--- src/rtl/mux_2to1_if.sv ---
// Bus bundle for the 2-to-1 selector: data/select in, selected data and select-activity status out.
interface mux_2to1_if #(
    parameter int unsigned WIDTH = 4,
    parameter int unsigned CNT_W = 8
);
    logic             sel;
    logic [WIDTH-1:0] in0;
    logic [WIDTH-1:0] in1;
    logic [WIDTH-1:0] out;
    logic [WIDTH-1:0] out_q;
    logic             sel_q;
    logic             sel_toggle;
    logic [CNT_W-1:0] toggle_cnt;

    modport master (
        output sel, in0, in1,
        input  out, out_q, sel_q, sel_toggle, toggle_cnt
    );

    modport slave (
        input  sel, in0, in1,
        output out, out_q, sel_q, sel_toggle, toggle_cnt
    );
endinterface

--- src/rtl/mux_2to1.sv ---
// 2-to-1 data selector with registered shadow copy, select-change pulse and saturating switch counter.
// Optional MUX_2TO1_REG_OUT_EN: drive out from the register instead of the combinational path.
module mux_2to1 #(
    parameter int unsigned WIDTH = 4,
    parameter int unsigned CNT_W = 8
) (
    input logic        clk,
    input logic        rst_n,
    mux_2to1_if.slave  bus
);
    localparam logic [CNT_W-1:0] CNT_MAX = '1;

    logic [WIDTH-1:0] selected_c;
    logic             toggle_c;
    logic [WIDTH-1:0] out_q_r;
    logic             sel_q_r;
    logic [CNT_W-1:0] cnt_r;

    assign selected_c = bus.sel ? bus.in1 : bus.in0;

    // Gated by rst_n so a switch coincident with reset is neither flagged nor counted.
    assign toggle_c = (bus.sel != sel_q_r) && rst_n;

    always_ff @(posedge clk) begin
        if (!rst_n) begin
            out_q_r <= '0;
            sel_q_r <= 1'b0;
            cnt_r   <= '0;
        end else begin
            out_q_r <= selected_c;
            sel_q_r <= bus.sel;
            if (toggle_c && (cnt_r != CNT_MAX)) begin
                cnt_r <= cnt_r + CNT_W'(1);
            end
        end
    end

`ifdef MUX_2TO1_REG_OUT_EN
    assign bus.out = out_q_r;
`else
    assign bus.out = selected_c;
`endif

    assign bus.out_q      = out_q_r;
    assign bus.sel_q      = sel_q_r;
    assign bus.sel_toggle = toggle_c;
    assign bus.toggle_cnt = cnt_r;
endmodule

--- src/flat_wrapper.sv ---
// flat-port wrapper written by rule: the top's interface ports become plain ports
module mux_2to1_flat 
#(
    parameter int unsigned WIDTH = 4,
    parameter int unsigned CNT_W = 8
)
  (clk, rst_n, bus_sel, bus_in0, bus_in1, bus_out, bus_out_q, bus_sel_q, bus_sel_toggle, bus_toggle_cnt);
  mux_2to1_if #(.WIDTH(WIDTH), .CNT_W(CNT_W)) bus_i ();
  input logic clk;
  input logic rst_n;
  input wire logic [$bits(bus_i.sel)-1:0] bus_sel;
  input wire logic [$bits(bus_i.in0)-1:0] bus_in0;
  input wire logic [$bits(bus_i.in1)-1:0] bus_in1;
  output wire logic [$bits(bus_i.out)-1:0] bus_out;
  output wire logic [$bits(bus_i.out_q)-1:0] bus_out_q;
  output wire logic [$bits(bus_i.sel_q)-1:0] bus_sel_q;
  output wire logic [$bits(bus_i.sel_toggle)-1:0] bus_sel_toggle;
  output wire logic [$bits(bus_i.toggle_cnt)-1:0] bus_toggle_cnt;
  assign bus_i.sel = bus_sel;
  assign bus_i.in0 = bus_in0;
  assign bus_i.in1 = bus_in1;
  assign bus_out = bus_i.out;
  assign bus_out_q = bus_i.out_q;
  assign bus_sel_q = bus_i.sel_q;
  assign bus_sel_toggle = bus_i.sel_toggle;
  assign bus_toggle_cnt = bus_i.toggle_cnt;
  mux_2to1 #(.WIDTH(WIDTH), .CNT_W(CNT_W)) u_core (.clk(clk), .rst_n(rst_n), .bus(bus_i));
endmodule
--- config.mk ---
export PLATFORM = sky130hd
export DESIGN_NAME = mux_2to1_flat
export DESIGN_NICKNAME = d
export VERILOG_FILES = /design/src/rtl/mux_2to1_if.sv /design/src/rtl/mux_2to1.sv /design/src/flat_wrapper.sv
export SDC_FILE = /design/constraint.sdc
export NUM_CORES = 1
export LEC_CHECK = 0
export ABC_AREA = 1
export CAP_MARGIN = 15
export CORE_MARGIN = 4
export CORE_UTILIZATION = 35
export DETAILED_ROUTE_END_ITERATION = 16
export DONT_BUFFER_PORTS = 1
export SLEW_MARGIN = 5
export SYNTH_ARGS = -nofsm -noshare
export SYNTH_HDL_FRONTEND = slang
export SYNTH_SLANG_ARGS = --single-unit
--- constraint.sdc ---
create_clock -name clk -period 3.2 [get_ports clk]
set_clock_uncertainty 0.15 [all_clocks]
set_input_delay 0.48 -clock clk [delete_from_list [all_inputs] [get_ports clk]]
set_output_delay 0.48 -clock clk [all_outputs]
set_load 0.05 [all_outputs]
# Word-level counts from Yosys, hierarchy flattened
# Cells that the tools add are included.
totals:
  reg_bits: 13
  output_inout_bits: 18
classes:
  addsub: 1
  eq_ne: 2
  muxes: 1
  reduce_logical: 2
op_table:
  columns: ["cell", "n"]
  rows:
  - ["adder 8 x 1 -> 8 bit, second input constant", 1]
  - ["inequality test 8 bit, second input constant", 1]
  - ["2-to-1 mux 4 bit", 1]
  - ["logical AND 1 bit", 2]
  - ["inequality test 1 bit", 1]

# Logic depth before layout (Yosys ltp)
logic_depth:
  depth_word: 3
  ltp_mapped: 9
  depth_no_buf: 9

# Worst setup path after synthesis
# No wires, ideal clock.
synth_timing:
  path_type: "flip-flop to flip-flop"
  start: "register u_core.cnt_r[0], in the netlist u_core.bus.toggle_cnt[0]"
  end: "register u_core.cnt_r[0], in the netlist u_core.bus.toggle_cnt[0]"
  setup_time_ns: 0.115
  arrival_ns: 1.500
  required_time_ns: 2.935
  path_slack_ns: 1.436
  path_stages_with_launch: 9
  synth_period_minus_slack_ns: 1.764
  path_cell_list: "dfxtp_1 -> ha_1 -> nand2_2 -> nor2_4 -> nand2_4 -> nand2_4 -> inv_2 -> nor2_1 -> nor2_1"
synth_via:
  elab_chain_len: 2
synth_rtl:
  columns: ["element", "line", "rtl"]
  rows:
  - ["start, declared", "mux_2to1.sv:17", "logic [CNT_W-1:0] cnt_r;"]
  - ["start signal, assigned", "mux_2to1.sv:33", "cnt_r <= cnt_r + CNT_W'(1);"]
  - ["branches (longest 2 deep; another with adder 8 x 1 -> 8 bit)", null, null]
# Several ways; the timed one is not identified.
# A chain may end at the register's enable or synchronous reset.

# Worst setup path in the final report
layout_timing:
  start: "register u_core.sel_q_r, in the netlist u_core.bus.sel_q"
  end: "output bus_sel_toggle"
layout_via:
  elab_chain_len: 2
layout_rtl:
  columns: ["element", "line", "rtl"]
  rows:
  - ["start, declared", "mux_2to1.sv:16", "logic sel_q_r;"]
  - ["start signal, assigned", "mux_2to1.sv:31", "sel_q_r <= bus.sel;"]
  - ["inequality test 1 bit", "mux_2to1.sv:22", "assign toggle_c = (bus.sel != sel_q_r) && rst_n;"]
  - ["logical AND 1 bit", "mux_2to1.sv:22", null]
  - ["end, declared", "flat_wrapper.sv:17", "output wire logic [$bits(bus_i.sel_toggle)-1:0] bus_sel_toggle;"]
# Every way passes these cells.

==> impl_summary.txt <==
----------------------------------------------------
[Status]
  Result of the run ... finished clean

[Placed design]
  Gpl congestion ... 0.764
  Buffers on Ports ... 0
  Cell area after placement ... 732 µm²
  Placed instance count ... 127
  Final HPWL DP ... 1120 µm

[Setup path]
  Worst Path Max Fanout ... 8
  Path depth of the worst reg2reg path ... 9
  Critical Path Source Type ... flip-flop
  Cell class contributing the biggest share of worst-path delay ... flip-flops
  Critical path start-end classification ... flip-flop to output pin
  Data arrival, critical path ... 1470 ps
  Reg2Reg Launch Point ... u_core.bus.toggle_cnt[0]
  Worst R2R Setup Slack ... 1300 ps
  Number of stages on the worst setup path ... 2
  Required arrival time at the worst endpoint ... 2570 ps
  List of cells traversed by the critical path ... nor2_4, nor2_8
  Slowest cell on the critical path ... dfxtp_1
  Capture point of the worst reg-to-reg path ... u_core.bus.toggle_cnt[0]
  Endpoint class of the critical path ... output pin
  Critical Path Max Stage Delay ... 770 ps
  Bufs and invs on worst path ... 0

[Clock tree]
  H-tree depth reported by CTS ... 1
  # Post-CTS Setup Buffers ... 0
  TritonCTS sink count ... 13
  Maximum number of buffers from clock root to sink ... 2
  Clock input transition at the sequential cells of the worst setup and hold paths ... 80 ps
  Cell chosen for the clock root ... clkbuf_4
  Clock insertion delay at the later pin of the skew report ... 270 ps
  Post-CTS resize count ... 0
  Hold bufs inserted after CTS ... 0
  CTS tree ... yes
  Total CTS buffers ... 3

[Die]
  Total number of placement rows ... 16
  Ports placed on the boundary ... 29
  Vertical extent of the die ... 53.2 µm
  Placeable core area ... 1940 µm²
  Starting density of the core ... 36.8%
  Overall die area ... 2830 µm²
  Die width ... 53.2 µm

[Synthesis]
  Yosys reg bits ... 13
  Post-Synthesis Mean Instance Area ... 7.00 µm²
  Post-synthesis adder-cell area fraction ... 1.75%
  Syn_nets ... 114
  Multiplexer share of the synthesized area ... 0%
  Count of mapped cells out of synthesis ... 102
  Largest family of logic cells by synthesized area ... simple AND/OR/NAND/NOR gates
  Xor and xnor fraction of the mapped netlist area ... 1.23%
  Sequential cell area fraction in the yosys report ... 36.4%
  Area fraction in compound gates after synthesis ... 4.90%
  Number of warnings printed during yosys synthesis ... 0
  Simple-Gate Fraction of Synth Area ... 47.6%
  Post-synth cell types ... 18
  Post-synthesis cell area ... 714 µm²

[Final layout]
  Post-synthesis to final-layout area growth ... 6.13%
  Final non-filler cell total ... 131
  Post-Layout Inst Area ... 758 µm²
  Final Net Count ... 117
  Count of inserted antenna diode cells ... 0
  Layout cells sized above 1 ... 15.4%

[STA]
  Maximum clock frequency ... 477 MHz
  Final setup violation count ... 0
  RSZ-0062 raised after global routing ... false
  Crit path time final ... 2100 ps
  Pin slew with the least headroom to its limit ... 689 ps
  Period utilization ... 65.5%
  Setup TNS Final ... 0 ps
  Final slew viol count ... 0
  Final hold violations ... 0
  Max-slew headroom ... 54.0%
  Hold slack final ... 149 ps

[Global route]
  Overall track demand over capacity in global routing ... 11.7%
  Met1 capacity usage during global routing ... 12.4%
  GRT Max-Usage Layer ... met2
  Maximum number of pins on one net before global-route repair ... 12
  Global Route met2 Usage ... 20.2%
  Number of antenna violations at the first check in global routing ... 0
  First-pass GRT wire length ... 2420 µm
  Via count of the first global-routing pass ... 574
  Met3 global-route usage ... 3.66%
  Leftover overflow at the end of global routing ... 0

[Power and ir drop]
  Total power per unit cell area ... 450 nW/µm²
  Peak supply drop ... 0.000163 V
  Static Leak ... 0.363 nW
  Post-layout power ... 341 µW

[Worst hold path]
  Worst hold path cell count ... 2
  Terminating pin of the worst hold path ... u_core.bus.sel_q
  Worst Hold Launch ... bus_sel
  Tightest Hold Check Type ... input pin to flip-flop

[Route]
  DRC Markers ... 0
  Routed wire length ... 1410 µm
  Detail Route Antenna Nets ... 0
  Via/cell ratio ... 4.62
  Drt first pass iters ... 4
  Routed wirelength normalized by instance count ... 10.8 µm
  Starting DRT DRC Count ... 8
  Number of vias in the routed layout ... 605

[Run]
  Reported max-cap violation count ... 0

----------------------------------------------------
## power breakdown
group / switching (mW) / leakage, nW / internal (mW)
sequential: 0.0269 / 0.106 / 0.168
clock: 0.0529 / 0.0150 / 0.0482
combinational: 0.0345 / 0.241 / 0.0107
total: 0.114 / 0.363 / 0.227
## cells in the final DEF (no fill, tap or decap), drive strengths merged
cell and instances:
nand2 40, nor2 19, dfxtp 13, inv 11, nand3 7, a21oi 5, clkbuf 4, o21ai 2
xor2 1, nor3 1, ha 1
## layout make-up
cell class	count	area (µm²)
fill	215	1180
multi-input combinational	76	397
tap	27	33.8
sequential	13	260
clock buffer	4	26.3
inverter	11	41.3
## state kept, by name, indices dropped and copies added, names as in the netlist
register	cells
u_core.bus.out_q	4
u_core.bus.sel_q	1
u_core.bus.toggle_cnt	8
## synth_stat cells
library cell | n | area (µm²)
nand2_1 | 35 | 131
nor2_1 | 16 | 60.1
dfxtp_1 | 13 | 260
inv_1 | 9 | 33.8
a21oi_1 | 5 | 25.0
nand2_4 | 4 | 45.0
nand3_1 | 4 | 20.0
nand3_2 | 3 | 30.0
inv_2 | 2 | 7.51
nor2_4 | 2 | 22.5
o21ai_1 | 2 | 10.0
buf_2 | 1 | 5.00
buf_6 | 1 | 11.3
ha_1 | 1 | 12.5
nand2_2 | 1 | 6.26
nor2_8 | 1 | 20.0
nor3_1 | 1 | 5.00
xor2_1 | 1 | 8.76
## routing by layer
metal	part of all wire, %	wire, µm
met4	1.2	17
met5	0	0
met3	5.0	71
met1	42	588
met2	52	735
## per-stage QoR
stage	util (%)	worst slack, ps
floorplan	-	1440
global placement	37.7	1370
detailed placement	37.7	1320
CTS	39.0	1080
global route	39.0	1020
finish	39.0	1100
## worst register-to-register path, delay by kind of cell (launching register included)
kind                       cells  cell delay, ps
and+or+nand+nor                7             640
adders and majority gates      1             300
DFF                            1             710
buffers and inverters          1              40
## cell families after synthesis
logic type | count (synthesis)
xor+xnor | 1
simple gates | 67
compound gates | 7
flops | 13
fa+ha+maj | 1
buf+inv | 13
## worst max-delay path by stage
stage	slack, ps	start	end
after floorplan	1440	u_core.bus.toggle_cnt[0]	u_core.bus.toggle_cnt[0]
after global placement	1370	u_core.bus.toggle_cnt[0]	u_core.bus.toggle_cnt[1]
after detailed placement	1320	u_core.bus.toggle_cnt[0]	u_core.bus.toggle_cnt[0]
after CTS	1080	u_core.bus.sel_q	bus_sel_toggle
after global routing	1020	u_core.bus.sel_q	bus_sel_toggle
final	1100	u_core.bus.sel_q	bus_sel_toggle
(Power assumes the default switching activity.)
